File: config.mk
export PLATFORM = sky130hd
export DESIGN_NAME = fifo_stream_reader
export DESIGN_NICKNAME = d
export VERILOG_FILES = /design/src/rtl/fifo_stream_reader_pkg.sv /design/src/rtl/fifo_stream_reader_skid2.sv /design/src/rtl/fifo_stream_reader.sv
export SDC_FILE = /design/constraint.sdc
export NUM_CORES = 1
export LEC_CHECK = 0
export CORE_AREA = 3 3 97 99
export DETAILED_ROUTE_END_ITERATION = 8
export DIE_AREA = 0 0 100 102
export MAX_ROUTING_LAYER = met4
export PLACE_DENSITY_LB_ADDON = 0.15
export REMOVE_ABC_BUFFERS = 1
export SYNTH_ARGS = -nofsm -noshare
export SYNTH_HDL_FRONTEND = slang
export SYNTH_SLANG_ARGS = --single-unit
File: constraint.sdc
create_clock -name clk -period 4.1 [get_ports clk]
set_input_delay 0.41 -clock clk [delete_from_list [all_inputs] [get_ports clk]]
set_output_delay 0.41 -clock clk [all_outputs]
set_load 0.03 [all_outputs]
File: src/rtl/fifo_stream_reader_pkg.sv
// Shared video/stream constants and the read-credit helper for the FIFO stream reader.
package fifo_stream_reader_pkg;

  localparam int DW_DEF       = 24;
  localparam int H_ACTIVE_DEF = 1024;
  localparam int V_ACTIVE_DEF = 768;
  localparam int CW_DEF       = 12;

  typedef logic [1:0] occ_t;

  // A new read is allowed only if every word already owed (buffered + returning) still fits.
  function automatic logic has_credit(input occ_t occ, input logic inflight, input logic pop);
    return ({1'b0, occ} + {2'b00, inflight}) < (3'd2 + {2'b00, pop});
  endfunction

endpackage

File: src/rtl/fifo_stream_reader_skid2.sv
// Two-entry in-order skid buffer; head is registered and drives the output stream directly.
// A push into a full buffer without a simultaneous pop is dropped; the parent flags that case.
module fifo_stream_reader_skid2
  import fifo_stream_reader_pkg::*;
#(
  parameter int DW = DW_DEF
) (
  input  logic          clk,
  input  logic          rst_n,
  input  logic          push_i,
  input  logic [DW-1:0] push_dat_i,
  input  logic          pop_i,
  input  logic          flush_i,
  output occ_t          occ_o,
  output logic [DW-1:0] head_o
);

  occ_t          occ_q, occ_d;
  logic [DW-1:0] e0_q, e0_d, e1_q, e1_d;
  logic          pop_ok;

  assign pop_ok = pop_i & (occ_q != 2'd0);

  always_comb begin
    occ_d = occ_q;
    e0_d  = e0_q;
    e1_d  = e1_q;
    if (flush_i) begin
      occ_d = 2'd0;
    end else begin
      case ({push_i, pop_ok})
        2'b11: begin
          if (occ_q == 2'd2) begin
            e0_d = e1_q;
            e1_d = push_dat_i;
          end else begin
            e0_d = push_dat_i;
          end
        end
        2'b10: begin
          if (occ_q == 2'd0) begin
            e0_d  = push_dat_i;
            occ_d = 2'd1;
          end else if (occ_q == 2'd1) begin
            e1_d  = push_dat_i;
            occ_d = 2'd2;
          end
        end
        2'b01: begin
          e0_d  = e1_q;
          occ_d = occ_q - 2'd1;
        end
        default: ;
      endcase
    end
  end

  always_ff @(posedge clk or negedge rst_n) begin
    if (!rst_n) begin
      occ_q <= 2'd0;
      e0_q  <= '0;
      e1_q  <= '0;
    end else begin
      occ_q <= occ_d;
      e0_q  <= e0_d;
      e1_q  <= e1_d;
    end
  end

  assign occ_o  = occ_q;
  assign head_o = e0_q;

endmodule

File: src/rtl/fifo_stream_reader.sv
// Pops the async FIFO under credit control and streams pixels with sof/eol markers.
// FIFO read to m_valid is 2 clk; 1 pixel/clk under continuous m_ready, lossless on backpressure.
module fifo_stream_reader
  import fifo_stream_reader_pkg::*;
#(
  parameter int DW       = DW_DEF,
  parameter int H_ACTIVE = H_ACTIVE_DEF,
  parameter int V_ACTIVE = V_ACTIVE_DEF,
  parameter int CW       = CW_DEF
) (
  input  logic          clk,
  input  logic          rst_n,
  input  logic          en,
  input  logic          flush,
  input  logic          fifo_empty,
  output logic          fifo_re,
  input  logic [DW-1:0] fifo_dout,
  input  logic          fifo_dout_valid,
  output logic          m_valid,
  input  logic          m_ready,
  output logic [DW-1:0] m_data,
  output logic          m_sof,
  output logic          m_eol,
  output logic          err_ovf
);

  occ_t          occ;
  logic          pop, push, ovf;
  logic          inflight_q;
  logic          err_ovf_q;
  logic [CW-1:0] x_q, x_d, y_q, y_d;

  assign m_valid = (occ != 2'd0);
  assign pop     = m_valid & m_ready;
  assign fifo_re = en & ~fifo_empty & ~flush & has_credit(occ, inflight_q, pop);

  // Flush wins over everything, so a word landing during flush is simply not pushed.
  assign push = fifo_dout_valid & ~flush & ((occ != 2'd2) | pop);
  assign ovf  = fifo_dout_valid & ~flush & (occ == 2'd2) & ~pop;

  fifo_stream_reader_skid2 #(.DW(DW)) u_skid (
    .clk       (clk),
    .rst_n     (rst_n),
    .push_i    (push),
    .push_dat_i(fifo_dout),
    .pop_i     (pop),
    .flush_i   (flush),
    .occ_o     (occ),
    .head_o    (m_data)
  );

  always_comb begin
    x_d = x_q;
    y_d = y_q;
    if (flush) begin
      x_d = '0;
      y_d = '0;
    end else if (pop) begin
      if (x_q == CW'(H_ACTIVE - 1)) begin
        x_d = '0;
        y_d = (y_q == CW'(V_ACTIVE - 1)) ? '0 : y_q + 1'b1;
      end else begin
        x_d = x_q + 1'b1;
      end
    end
  end

  always_ff @(posedge clk or negedge rst_n) begin
    if (!rst_n) begin
      inflight_q <= 1'b0;
      err_ovf_q  <= 1'b0;
      x_q        <= '0;
      y_q        <= '0;
    end else begin
      inflight_q <= fifo_re & ~fifo_empty;
      err_ovf_q  <= err_ovf_q | ovf;
      x_q        <= x_d;
      y_q        <= y_d;
    end
  end

  assign m_sof   = m_valid & (x_q == '0) & (y_q == '0);
  assign m_eol   = m_valid & (x_q == CW'(H_ACTIVE - 1));
  assign err_ovf = err_ovf_q;

  a_no_overflow: assert property (@(posedge clk) disable iff (!rst_n) !ovf);

endmodule
# Word-level counts from Yosys, hierarchy flattened
# Index checks and enable logic that the tools add are counted.
# word_totals
register_bits	76
output_inout_bits	29
# op_classes
order_cmp	1
n_addsub	5
reduce_logical	13
n_eq_ne	13
n_bitwise	18
n_mux	18
# op_table
cell	count
two-way mux 24 bit	5
two-way mux 12 bit	7
case mux 24 bit (3 select lines)	1
case mux 24 bit (2 select lines)	1
adder 12 x 1 -> 12 bit (second input constant)	2
== test 12 x 10 -> 1 bit (second input constant)	2
logical NOT 12 bit	2
AND 1 bit	13
nonzero test 2 bit	4
== test 2 bit (second input constant)	3
two-way mux 2 bit	3
!= test 2 bit (second input constant)	3
nonzero test 3 bit	2
AND reduction 5 bit	1
== test 2 x 1 -> 1 bit (second input constant)	2
!= test 2 x 1 -> 1 bit (second input constant)	2
!= test 4 x 2 -> 1 bit (second input constant)	1
case mux 2 bit (2 select lines)	1
AND reduction 2 bit	2
adder 2 x 1 -> 3 bit	1
adder 2 x 1 -> 3 bit (first input constant)	1
less-than comparator 3 bit	1
inverter 1 bit	3
AND reduction 3 bit	1
3 further kinds	4

# Longest topological paths before layout
# logic_depth
word_depth	7
depth_mapped	13
ltp_nobuf	11

# Modules after synthesis
# Synthesis repeated with hierarchy kept, for this count alone.
# unflattened
cells_unflattened	388
area_unflattened_um2	4388.0
# by_module_without_submodules
mod	n_inst	cells_each	area_per_inst_um2	seq_area_each_um2
fifo_stream_reader_skid2	1	218	2845.2	1251.2
fifo_stream_reader	1	170	1542.7	650.6

# Worst setup path after synthesis
# Ideal clock, no wire load.
# synth_timing
path_kind	flip-flop to flip-flop
startpoint	register u_skid.occ_q[0], in the netlist u_skid.occ_o[0]
endpoint	register u_skid.e1_q[0]
stages_incl_launch_ff	12
synth_period_minus_slack_ns	2.955
slack_ns	1.145
n_path_buf	3
setup_ns	0.125
t_arrival_ns	2.830
cell_sequence	dfrtp_1 -> inv_1 -> ha_1 -> buf_2 -> buf_1 -> nand2_1 -> and2_1 -> ha_1 -> mux2i_1 -> a211oi_2 -> buf_2 -> mux2_2
# synth_between
elab_chain_len	7
# synth_lines
item	line	rtl
from (decl)	fifo_stream_reader_skid2.sv:18	occ_t occ_q, occ_d;
from (signal assigned)	fifo_stream_reader_skid2.sv:60	occ_q <= 2'd0;
from (signal assigned)	fifo_stream_reader_skid2.sv:64	occ_q <= occ_d;
nonzero test 2 bit	fifo_stream_reader_skid2.sv:22, fifo_stream_reader.sv:33	
AND 1 bit	fifo_stream_reader.sv:34	assign pop = m_valid & m_ready;
bitwise OR 1 bit	fifo_stream_reader.sv:38	assign push = fifo_dout_valid & ~flush & ((occ != 2'd2) | pop);
AND 1 bit	fifo_stream_reader.sv:38	
== test 2 bit	fifo_stream_reader_skid2.sv:31	case ({push_i, pop_ok})
!= test 2 bit (no line) (tied with other cells)	n/a	
AND reduction 5 bit (no line)	n/a	
to (signal assigned)	fifo_stream_reader_skid2.sv:62	e1_q <= '0;
to (signal assigned)	fifo_stream_reader_skid2.sv:66	e1_q <= e1_d;
to (decl)	fifo_stream_reader_skid2.sv:19	logic [DW-1:0] e0_q, e0_d, e1_q, e1_d;
# Several ways; a longest one is shown, not always the timed one.
# A chain may end at the register's enable or synchronous reset.

# Worst setup path in the final report
# layout_timing
startpoint	register u_skid.occ_q[0], in the netlist u_skid.occ_o[0]
endpoint	register u_skid.e1_q[16]
# The elaborated chain is that of the path after synthesis.

==> summary.md <==
| Metric | Value |
|---|---|
| Synth cell types | `53` |
| Slew Viols, Final | `0` |
| Post-synthesis register bit count | `76` |
| Share of the synthesized area in the top cell type | `44.5%` |
| Post-detail-place hpwl | `6.34 mm` |
| Starting DRC count in detailed routing | `196` |
| Synthesis Warnings | `0` |
| Layout cells sized above 1 | `20.0%` |
| Routed WL | `9.57 mm` |
| Critical path's top delay family | `simple AND/OR/NAND/NOR gates` |
| Post-CTS Hold Buffers | `0` |
| Vias per std cell | `5.90` |
| Maximum vdd drop | `0.000389 V` |
| Static leakage | `2.06 nW` |
| Area of the mapped netlist | `4270 µm²` |
| Crit-path slowest cell | `nand2b_1` |
| Initial antenna violation count | `0` |
| Final Wtd Congestion | `0.821` |
| Worst Path Max Fanout | `24` |
| Worst path bufs/invs | `3` |
| Die W | `100 µm` |
| Gr ovfl total | `0` |
| CTS sink cnt | `76` |
| Asr flop ratio synth | `100%` |
| Root Driver | `clkbuf_8` |
| Synth top area cells | `dfrtp_1 45%, mux2_2 13%, mux2i_1 6.1%, a221oi_1 4.7%, a21oi_1 3.7%` |
| Post-route cell area | `5140 µm²` |
| GRT Util Overall | `20.5%` |
| Number of global-route vias before repair | `3288` |
| I/O Pins | `60` |
| Commonest non-fill, non-tap cell in the layout | `dfrtp_1` |
| Cell Rows | `34` |
| Crit Path Category | `flop to flop` |
| Hold Fails Final Rpt | `0` |
| Crit end category | `flop` |
| Largest net degree at the start of global routing | `77` |
| MaxCap Viol Count | `0` |
| Leading area contributor after synthesis | `dfrtp_1` |
| Period minus WS final | `3.32 ns` |
| Number of synthesized flops with an enable pin | `0` |
| Placed Area | `4950 µm²` |
| Hold crit path type | `input pin to async pin` |
| Cts bufs inserted | `9` |
| CORE AREA | `8640 µm²` |
| Pre-Repair DR Iteration Count | `4` |
| Die area | `10200 µm²` |
| Unrepaired setup endpoints after global routing | `false` |
| Mapped Cells | `387` |
| CTS tree | `yes` |
| Setup violators final | `0` |
| Via count | `3264` |
| Slew @ Worst Pin | `0.978 ns` |
| CP max stage delay | `0.51 ns` |
| Nets | `483` |
| Power per cell area | `590 nW/µm²` |
| Period utilization | `81.0%` |
| CP Cell Sequence | `inv_1, ha_1, nand2b_1, nand2_1, and2_1, ha_1, buf_4, a211oi_4, buf_4, mux2_2` |
| Effective utilization at floorplan | `49.5%` |
| Syn_area_per_cell | `11.0 µm²` |
| Clk Latency, worst-skew pair | `0.35 ns` |
| H-Tree Depth | `3` |
| Setup TNS | `0 ns` |
| Post-synthesis sequential area ratio | `44.5%` |
| Most frequent cells in the layout | `76 x dfrtp_1, 58 x clkdlybuf4s50_1, 49 x mux2_2` |
| Clk buf depth | `2` |
| Worst Path Required | `4.33 ns` |
| Layout Area Growth over Synthesis | `20.4%` |
| Antenna viol nets, final | `0` |
| ANT cells | `0` |
| CTS clk-pin slew, worst paths | `0.08 ns` |
| Synth Flop Type | `dfrtp_1` |
| Routed wire per std cell | `17.3 µm` |
| Critical Path Start Type | `flop` |
| First-pass GRT wire length | `16.3 mm` |
| Setup bufs post-CTS | `0` |
| Max Clock Skew | `0.0100 ns` |
| Max-slew headroom | `34.8%` |
| Fmax | `301 MHz` |
| DR DRC count | `0` |
| CTS resizes | `0` |
| Die height | `102 µm` |
| Status | `complete, no violations` |
| Port bufs | `59` |
| Arr. time, crit path | `3.55 ns` |
[through the flow]
step / util, % / worst slack (ns) / power, mW / hold WS, ns / cells
3_5_place_dp: 57.4 / 0.806 / 2.48 / 0.461 / 537
5_1_grt: 59.6 / 0.475 / 3.23 / 0.290 / 553
4_1_cts: 59.6 / 0.786 / 3.06 / 0.259 / 553
6_report: 59.6 / 0.778 / 3.03 / 0.208 / 553
3_3_place_gp: 57.4 / 0.915 / 2.44 / 0.459 / 537
2_1_floorplan: - / 0.230 / 1.98 / 0.114 / 361
[Yosys cell counts, types with 2 or more instances]
master and n:
dfrtp_1 76, mux2_2 49, a21oi_1 32, mux2i_1 26, a221oi_1 23, nand2_1 16, clkbuf_1 15, nor2_1 13
ha_1 12, nand3_1 12, inv_1 10, nand4_1 9, buf_2 7, nor3_1 7, xor2_1 7, o211ai_1 5
o21ai_0 5, nand2b_1 4, nor4_1 4, and2_1 3, and3_1 3, buf_1 3, nor4b_1 3, o2111ai_1 3
or3_1 3, xnor2_1 3, a31o_2 2, and4_1 2, and4b_1 2, nor2b_1 2, o41ai_1 2, or2_2 2
or4_1 2
[logic make-up after synthesis]
family                     after synthesis  share of synthesized area, %
and+or+nand+nor                         96                          13.6
AOI/OAI and AO/OA                       82                          13.7
DFF                                     76                          44.5
muxes                                   75                          19.0
buffers and inverters                   36                          3.60
adders and majority gates               12                          3.51
xor gates and xnor gates                10                          2.05
[cell type report]
cell class | count | area, µm²
clock buffer | 10 | 128
multi-input combinational | 275 | 2220
inverter | 10 | 37.5
fill | 742 | 3490
clock inverter | 6 | 63.8
tap | 108 | 135
sequential | 76 | 1900
timing repair buffer | 68 | 656
[metal layers]
layer  global-route usage, %  up-vias  part of all wire (%)
met4                    5.91        0                   1.4
met2                    31.9       69                    47
met1                    27.2     1610                    48
met3                    4.57       11                   4.2
met5                       -        -                     0
li1                        -     1574                     -
[path summary, 6_finish.rpt]
check,startpoint,to,slack [ns],cells past startpoint
max,u_skid.occ_o[0]$_DFFE_PN0P_,u_skid.e1_q[16]$_DFFE_PN0P_,0.78,10
min,rst_n,x_q[8]$_DFFE_PN0P_,0.21,1
max reg2reg,u_skid.occ_o[0]$_DFFE_PN0P_,u_skid.e1_q[16]$_DFFE_PN0P_,0.78,10
min reg2reg,err_ovf$_DFF_PN0_,err_ovf$_DFF_PN0_,0.48,1
max in group asynchronous,rst_n,u_skid.head_o[9]$_DFFE_PN0P_,3.26,1
min in group clk,err_ovf$_DFF_PN0_,err_ovf$_DFF_PN0_,0.48,1
[flip-flops by register name (all words and copies together), names as in the netlist]
| signal | count |
|---|---|
| inflight_q | 1 |
| err_ovf | 1 |
| x_q | 12 |
| u_skid.e1_q | 24 |
| y_q | 12 |
| u_skid.occ_o | 2 |
| u_skid.head_o | 24 |
[worst reg2reg max path, stage by stage, from the launching register on]
cell      delay, ns
dfrtp_1        0.44
inv_1          0.14
ha_1           0.32
nand2b_1       0.51
nand2_1        0.10
and2_1         0.18
ha_1           0.33
buf_4          0.25
a211oi_4       0.20
buf_4          0.35
mux2_2         0.38
[report_power, final]
part / switching (mW) / internal [mW]
Combinational: 0.669 / 0.612
Clock: 0.290 / 0.282
Sequential: 0.171 / 1.01
Total: 1.13 / 1.90
No activity file was read; power rests on OpenSTA's default activity.
